==> config.mk <==
export PLATFORM = sky130hd
export DESIGN_NAME = uart_tx_fifo
export DESIGN_NICKNAME = d
export VERILOG_FILES = /design/src/rtl/uart_pkg.sv /design/src/rtl/uart_byte_fifo.sv /design/src/rtl/uart_tx_fifo.sv
export SDC_FILE = /design/constraint.sdc
export NUM_CORES = 1
export LEC_CHECK = 0
export ABC_AREA = 1
export CORE_MARGIN = 2
export CORE_UTILIZATION = 55
export DETAILED_ROUTE_END_ITERATION = 8
export MAX_ROUTING_LAYER = met4
export PLACE_DENSITY = 0.8
export SYNTH_ARGS = -nofsm -noshare
export SYNTH_HDL_FRONTEND = slang
export SYNTH_SLANG_ARGS = --single-unit
==> constraint.sdc <==
create_clock -name clk -period 4.2 [get_ports clk]
set_input_delay 0.84 -clock clk [delete_from_list [all_inputs] [get_ports clk]]
set_output_delay 0.84 -clock clk [all_outputs]
set_load 0.05 [all_outputs]
==> src/rtl/uart_pkg.sv <==
// Shared types and default sizing for the UART transmit buffer.
package uart_pkg;

    localparam int unsigned DATA_W_DEF    = 8;
    localparam int unsigned DEPTH_DEF     = 16;
    localparam int unsigned BUSY_WAIT_DEF = 4;

    // Launch sequencer states
    typedef enum logic [1:0] {
        IDLE      = 2'd0,
        START     = 2'd1,
        WAIT_BUSY = 2'd2,
        WAIT_DONE = 2'd3
    } tx_state_e;

endpackage

==> src/rtl/uart_byte_fifo.sv <==
// Byte FIFO with push/pop/flush; DEPTH must be a power of two (>= 2) so the
// pointers wrap naturally.
module uart_byte_fifo #(
    parameter int unsigned DEPTH  = 16,
    parameter int unsigned DATA_W = 8
) (
    input  logic                         clk,
    input  logic                         reset,
    input  logic                         flush,
    input  logic                         push,
    input  logic [DATA_W-1:0]            din,
    input  logic                         pop,
    output logic [DATA_W-1:0]            head_c,
    output logic [$clog2(DEPTH+1)-1:0]   count,
    output logic                         full_c,
    output logic                         empty_c
);

    localparam int unsigned AW = $clog2(DEPTH);
    localparam int unsigned CW = $clog2(DEPTH + 1);

    logic [DATA_W-1:0] mem [DEPTH];
    logic [AW-1:0]     wr_ptr;
    logic [AW-1:0]     rd_ptr;
    logic              do_push;
    logic              do_pop;

    assign full_c  = (count == CW'(DEPTH));
    assign empty_c = (count == '0);
    // Flush wins over both ports so nothing moves in the clearing cycle
    assign do_push = push && !full_c && !flush;
    assign do_pop  = pop && !empty_c && !flush;
    assign head_c  = mem[rd_ptr];

    // Storage write; contents need no reset since count gates every read
    always_ff @(posedge clk) begin
        if (do_push) begin
            mem[wr_ptr] <= din;
        end
    end

    // Pointers and occupancy
    always_ff @(posedge clk or posedge reset) begin
        if (reset) begin
            wr_ptr <= '0;
            rd_ptr <= '0;
            count  <= '0;
        end else if (flush) begin
            wr_ptr <= '0;
            rd_ptr <= '0;
            count  <= '0;
        end else begin
            if (do_push) begin
                wr_ptr <= wr_ptr + AW'(1);
            end
            if (do_pop) begin
                rd_ptr <= rd_ptr + AW'(1);
            end
            case ({do_push, do_pop})
                2'b10:   count <= count + CW'(1);
                2'b01:   count <= count - CW'(1);
                default: count <= count;
            endcase
        end
    end

endmodule

==> src/rtl/uart_tx_fifo.sv <==
// Transmit byte buffer and launch sequencer feeding uart_core's tx side.
// Bytes are accepted on a valid/ready port, queued, and launched one at a time
// with a single-cycle tx_start, paced on tx_busy. A launch that never sees
// tx_busy rise within BUSY_WAIT cycles sets the sticky launch_lost flag.
module uart_tx_fifo
    import uart_pkg::*;
#(
    parameter int unsigned DEPTH     = DEPTH_DEF,
    parameter int unsigned DATA_W    = DATA_W_DEF,
    parameter int unsigned BUSY_WAIT = BUSY_WAIT_DEF
) (
    input  logic                         clk,
    input  logic                         reset,
    input  logic                         flush,
    input  logic                         s_valid,
    input  logic [DATA_W-1:0]            s_data,
    output logic                         s_ready,
    output logic                         tx_start,
    output logic [DATA_W-1:0]            tx_data,
    input  logic                         tx_busy,
    output logic [$clog2(DEPTH+1)-1:0]   count,
    output logic                         launch_lost
);

    localparam int unsigned WW = $clog2(BUSY_WAIT + 1);

    tx_state_e         state;
    logic [WW-1:0]     wait_cnt;
    logic [DATA_W-1:0] head_c;
    logic              full_c;
    logic              empty_c;
    logic              push_c;
    logic              pop_c;

    // Ready depends on flush directly so a flushing cycle never accepts data
    assign s_ready = !full_c && !flush;
    assign push_c  = s_valid && s_ready;
    assign pop_c   = (state == IDLE) && !empty_c && !tx_busy && !flush;

    uart_byte_fifo #(
        .DEPTH  (DEPTH),
        .DATA_W (DATA_W)
    ) u_fifo (
        .clk     (clk),
        .reset   (reset),
        .flush   (flush),
        .push    (push_c),
        .din     (s_data),
        .pop     (pop_c),
        .head_c  (head_c),
        .count   (count),
        .full_c  (full_c),
        .empty_c (empty_c)
    );

    // Launch FSM: pop into tx_data, pulse tx_start, then track the frame via tx_busy
    always_ff @(posedge clk or posedge reset) begin
        if (reset) begin
            state       <= IDLE;
            tx_start    <= 1'b0;
            tx_data     <= '0;
            wait_cnt    <= '0;
            launch_lost <= 1'b0;
        end else begin
            tx_start <= 1'b0;
            case (state)
                IDLE: begin
                    if (pop_c) begin
                        tx_data  <= head_c;
                        tx_start <= 1'b1;
                        state    <= START;
                    end
                end
                START: begin
                    wait_cnt <= '0;
                    state    <= WAIT_BUSY;
                end
                WAIT_BUSY: begin
                    if (tx_busy) begin
                        state <= WAIT_DONE;
                    end else if (wait_cnt == WW'(BUSY_WAIT - 1)) begin
                        launch_lost <= 1'b1;
                        state       <= IDLE;
                    end else begin
                        wait_cnt <= wait_cnt + WW'(1);
                    end
                end
                WAIT_DONE: begin
                    if (!tx_busy) begin
                        state <= IDLE;
                    end
                end
                default: state <= IDLE;
            endcase
        end
    end

endmodule

==> impl_metrics.tcl <==
set metrics [dict create \
    clk_pin_slew_ps 60 \
    via_per_inst 5.994 \
    report.final.hold_viol_count 0 \
    synth_area_um2 6650 \
    grt_overflow_total 0 \
    reg2reg_from "state[0]" \
    fin_crit_sh 0.8244 \
    dpl_cell_area_um2 6947 \
    routed_wl_um 15020 \
    initialDrtViolationCount 609 \
    start_util 0.5583 \
    antenna_found_initial 0 \
    outcome "finished clean" \
    place_inst 748 \
    vias 4675 \
    clock_latency_ps 420 \
    ctsResizeCount 0 \
    r2r_cells 12 \
    slowest_stage "clkdlybuf4s50_1" \
    yosysSeqAreaShare 0.6833 \
    critPathKind "input port to output port" \
    hold_depth 1 \
    path_cells "clkdlybuf4s50_1 -> inv_1 -> nand2_1 -> inv_1 -> clkdlybuf4s50_1" \
    finalSetupTns_ps 0 \
    ys_seq_elements 156 \
    synth_cell_types 31 \
    tightestPinTransition_ps 1035 \
    place.gp.congestion 0.9571 \
    synth_top_area_share 0.5780 \
    dp_hpwl_um 9066 \
    critical_path_required_ps 3360 \
    drc 0 \
    clock_skew_ps 6.572 \
    syn_to_final_growth_pct 14.34 \
    diodes 0 \
    slew_violations 0 \
    avgSynthCellArea_um2 11.10 \
    dieArea_um2 12990 \
    cts_tree "done" \
    syn-num-nets 623 \
    ant_nets 0 \
    vdd_drop_max_v 0.0003950 \
    worstHoldEndpoint "launch_lost" \
    p_leak_nw 2.837 \
    p_per_area_nw_per_um2 611.9 \
    r2r_end "u_fifo.count[4]" \
    slew_headroom 0.3092 \
    die_y_um 114.0 \
    r2r_slack_ps 1560 \
    drive_above_1_share 0.06635 \
    ys.warnings.count 0 \
    cts_buffers 17 \
    crit_arrival_ps 2620 \
    hp-class "flip-flop to flip-flop" \
    max_stage_delay_ps 800 \
    finalPower_mw 4.653 \
    fin_crit_ps 3463 \
    max_freq_mhz 288.8 \
    grt_max_degree 67 \
    yosysTopAreaCell "edfxtp_1" \
    clkSinkCount 156 \
    clk_path_buf_depth 2 \
    finalSetupViolations 0 \
    cts_setup_buffers 0 \
    postSynthCellCount 599 \
    min_from "launch_lost" \
    start_kind "input port" \
    stdcell_area_um2 7604 \
    pin_count 29 \
    grtUsageTotal 0.2508 \
    grt_pass1_wl_um 23660 \
    core_area_um2 11910 \
    first_global_vias 4406 \
    finalNonFillerCells 780 \
    portBuffers 28 \
    die_w_um 114.0 \
    hold_buffers 0 \
    end_kind "output port" \
    cts_root_buf "clkbuf_16" \
    rsz0062_at_grt "no" \
    crit_fanout 11 \
    nNetsFinal 644 \
    max_cap_viol_count 0 \
    drt_pre_antenna_iters 8 \
    routedWlPerCell_um 19.26 \
    rows 40 \
    synth_area_leaders "edfxtp_1, dfrtp_1, nor2_1" \
    cts_max_level 4 \
]
==> power by group <==
| part | switching, mW | internal, mW | leakage, nW | total, mW |
|---|---|---|---|---|
| Sequential | 0.0701 | 1.77 | 1.52 | 1.84 |
| Clock | 0.586 | 1.11 | 0.309 | 1.70 |
| Combinational | 0.782 | 0.330 | 1.01 | 1.11 |
==> critical path: cells and delay by family <==
| kind | cells | cell delay, ps |
|---|---|---|
| buffers and inverters | 4 | 1630 |
| AND/OR/NAND/NOR | 1 | 160 |
==> worst max-delay path by stage <==
stage | from | end | cells past startpoint
floorplan | tx_busy | u_fifo.count[4] | 13
global placement | flush | s_ready | 5
detailed placement | flush | u_fifo.count[4] | 13
CTS | flush | s_ready | 5
global route | flush | s_ready | 5
finish | flush | s_ready | 5
==> per-stage QoR <==
stage / hold WS (ps) / util / worst slack [ps]
2_1_floorplan: 450.8 / - / 1827
5_1_grt: 503.1 / 0.6383 / 709.5
3_5_place_dp: 469.4 / 0.5832 / 757.1
4_1_cts: 484.4 / 0.6383 / 774.0
6_report: 483.3 / 0.6383 / 737.4
3_3_place_gp: 455.7 / 0.5832 / 811.7
==> cells in the final DEF, fill, tap and decap left out, types with 3 or more instances in the layout <==
master           count
nor2_1             152
a21oi_1              7
clkinv_1             3
inv_1               19
o21ai_0             53
dfrtp_1             27
bufinv_16            6
nand3_1             61
inv_2                4
clkbuf_16           17
clkdlybuf4s50_1     28
ha_1                10
edfxtp_1           128
o21ai_1             22
nor3_1               3
clkbuf_1             4
nand2_1             65
==> sequential cells by signal, summed over array words and instances, names as in the netlist <==
register / flops
launch_lost: 1
state: 2
tx_data: 8
tx_start: 1
u_fifo.count: 5
u_fifo.mem: 128
u_fifo.rd_ptr: 4
u_fifo.wr_ptr: 4
wait_cnt: 3
==> per-layer routing <==
metal / global-route usage / wire, µm / vias up
met3: 0.03454 / 1178 / 36
li1: - / - / 2109
met2: 0.3980 / 7415 / 278
met4: 0.07561 / 312 / 0
met5: - / 0 / -
met1: 0.3433 / 6117 / 2252
==> logic make-up after synthesis <==
family | Yosys count | share of synthesized area
DFF | 156 | 0.6833
xor gates and xnor gates | 3 | 0.003952
and+or+nand+nor | 289 | 0.1818
adders and majority gates | 11 | 0.02183
buffers and inverters | 53 | 0.04177
AOI/OAI and AO/OA | 87 | 0.06736
==> cell usage after synthesis <==
cell / instances
nand2_1: 65
nand3_2: 2
o21ai_0: 53
fa_1: 1
nor3_1: 3
ha_1: 10
nand4_1: 1
a31o_2: 2
clkbuf_1: 3
buf_6: 6
buf_1: 2
o21ai_1: 22
nand3b_1: 1
nor3_4: 1
nor2_2: 1
clkinv_1: 2
edfxtp_1: 128
nand2_2: 1
nand2_4: 1
inv_1: 19
nor2_1: 152
buf_2: 12
nand3_1: 61
a21oi_1: 7
xnor2_1: 1
xor2_1: 2
dfrtp_1: 28
o22ai_1: 2
inv_2: 4
o31ai_1: 1
buf_4: 5
==> final cells by class <==
| cell class | instances | area [µm²] |
|---|---|---|
| Sequential cell | 156 | 4546 |
| Fill cell | 875 | 4308 |
| Multi-Input combinational cell | 390 | 1828 |
| Clock buffer | 21 | 440.4 |
| Timing Repair Buffer | 30 | 295.3 |
| Clock inverter | 11 | 216.5 |
| Tap cell | 147 | 183.9 |
| Inverter | 25 | 93.84 |
(Power assumes the default switching activity.)
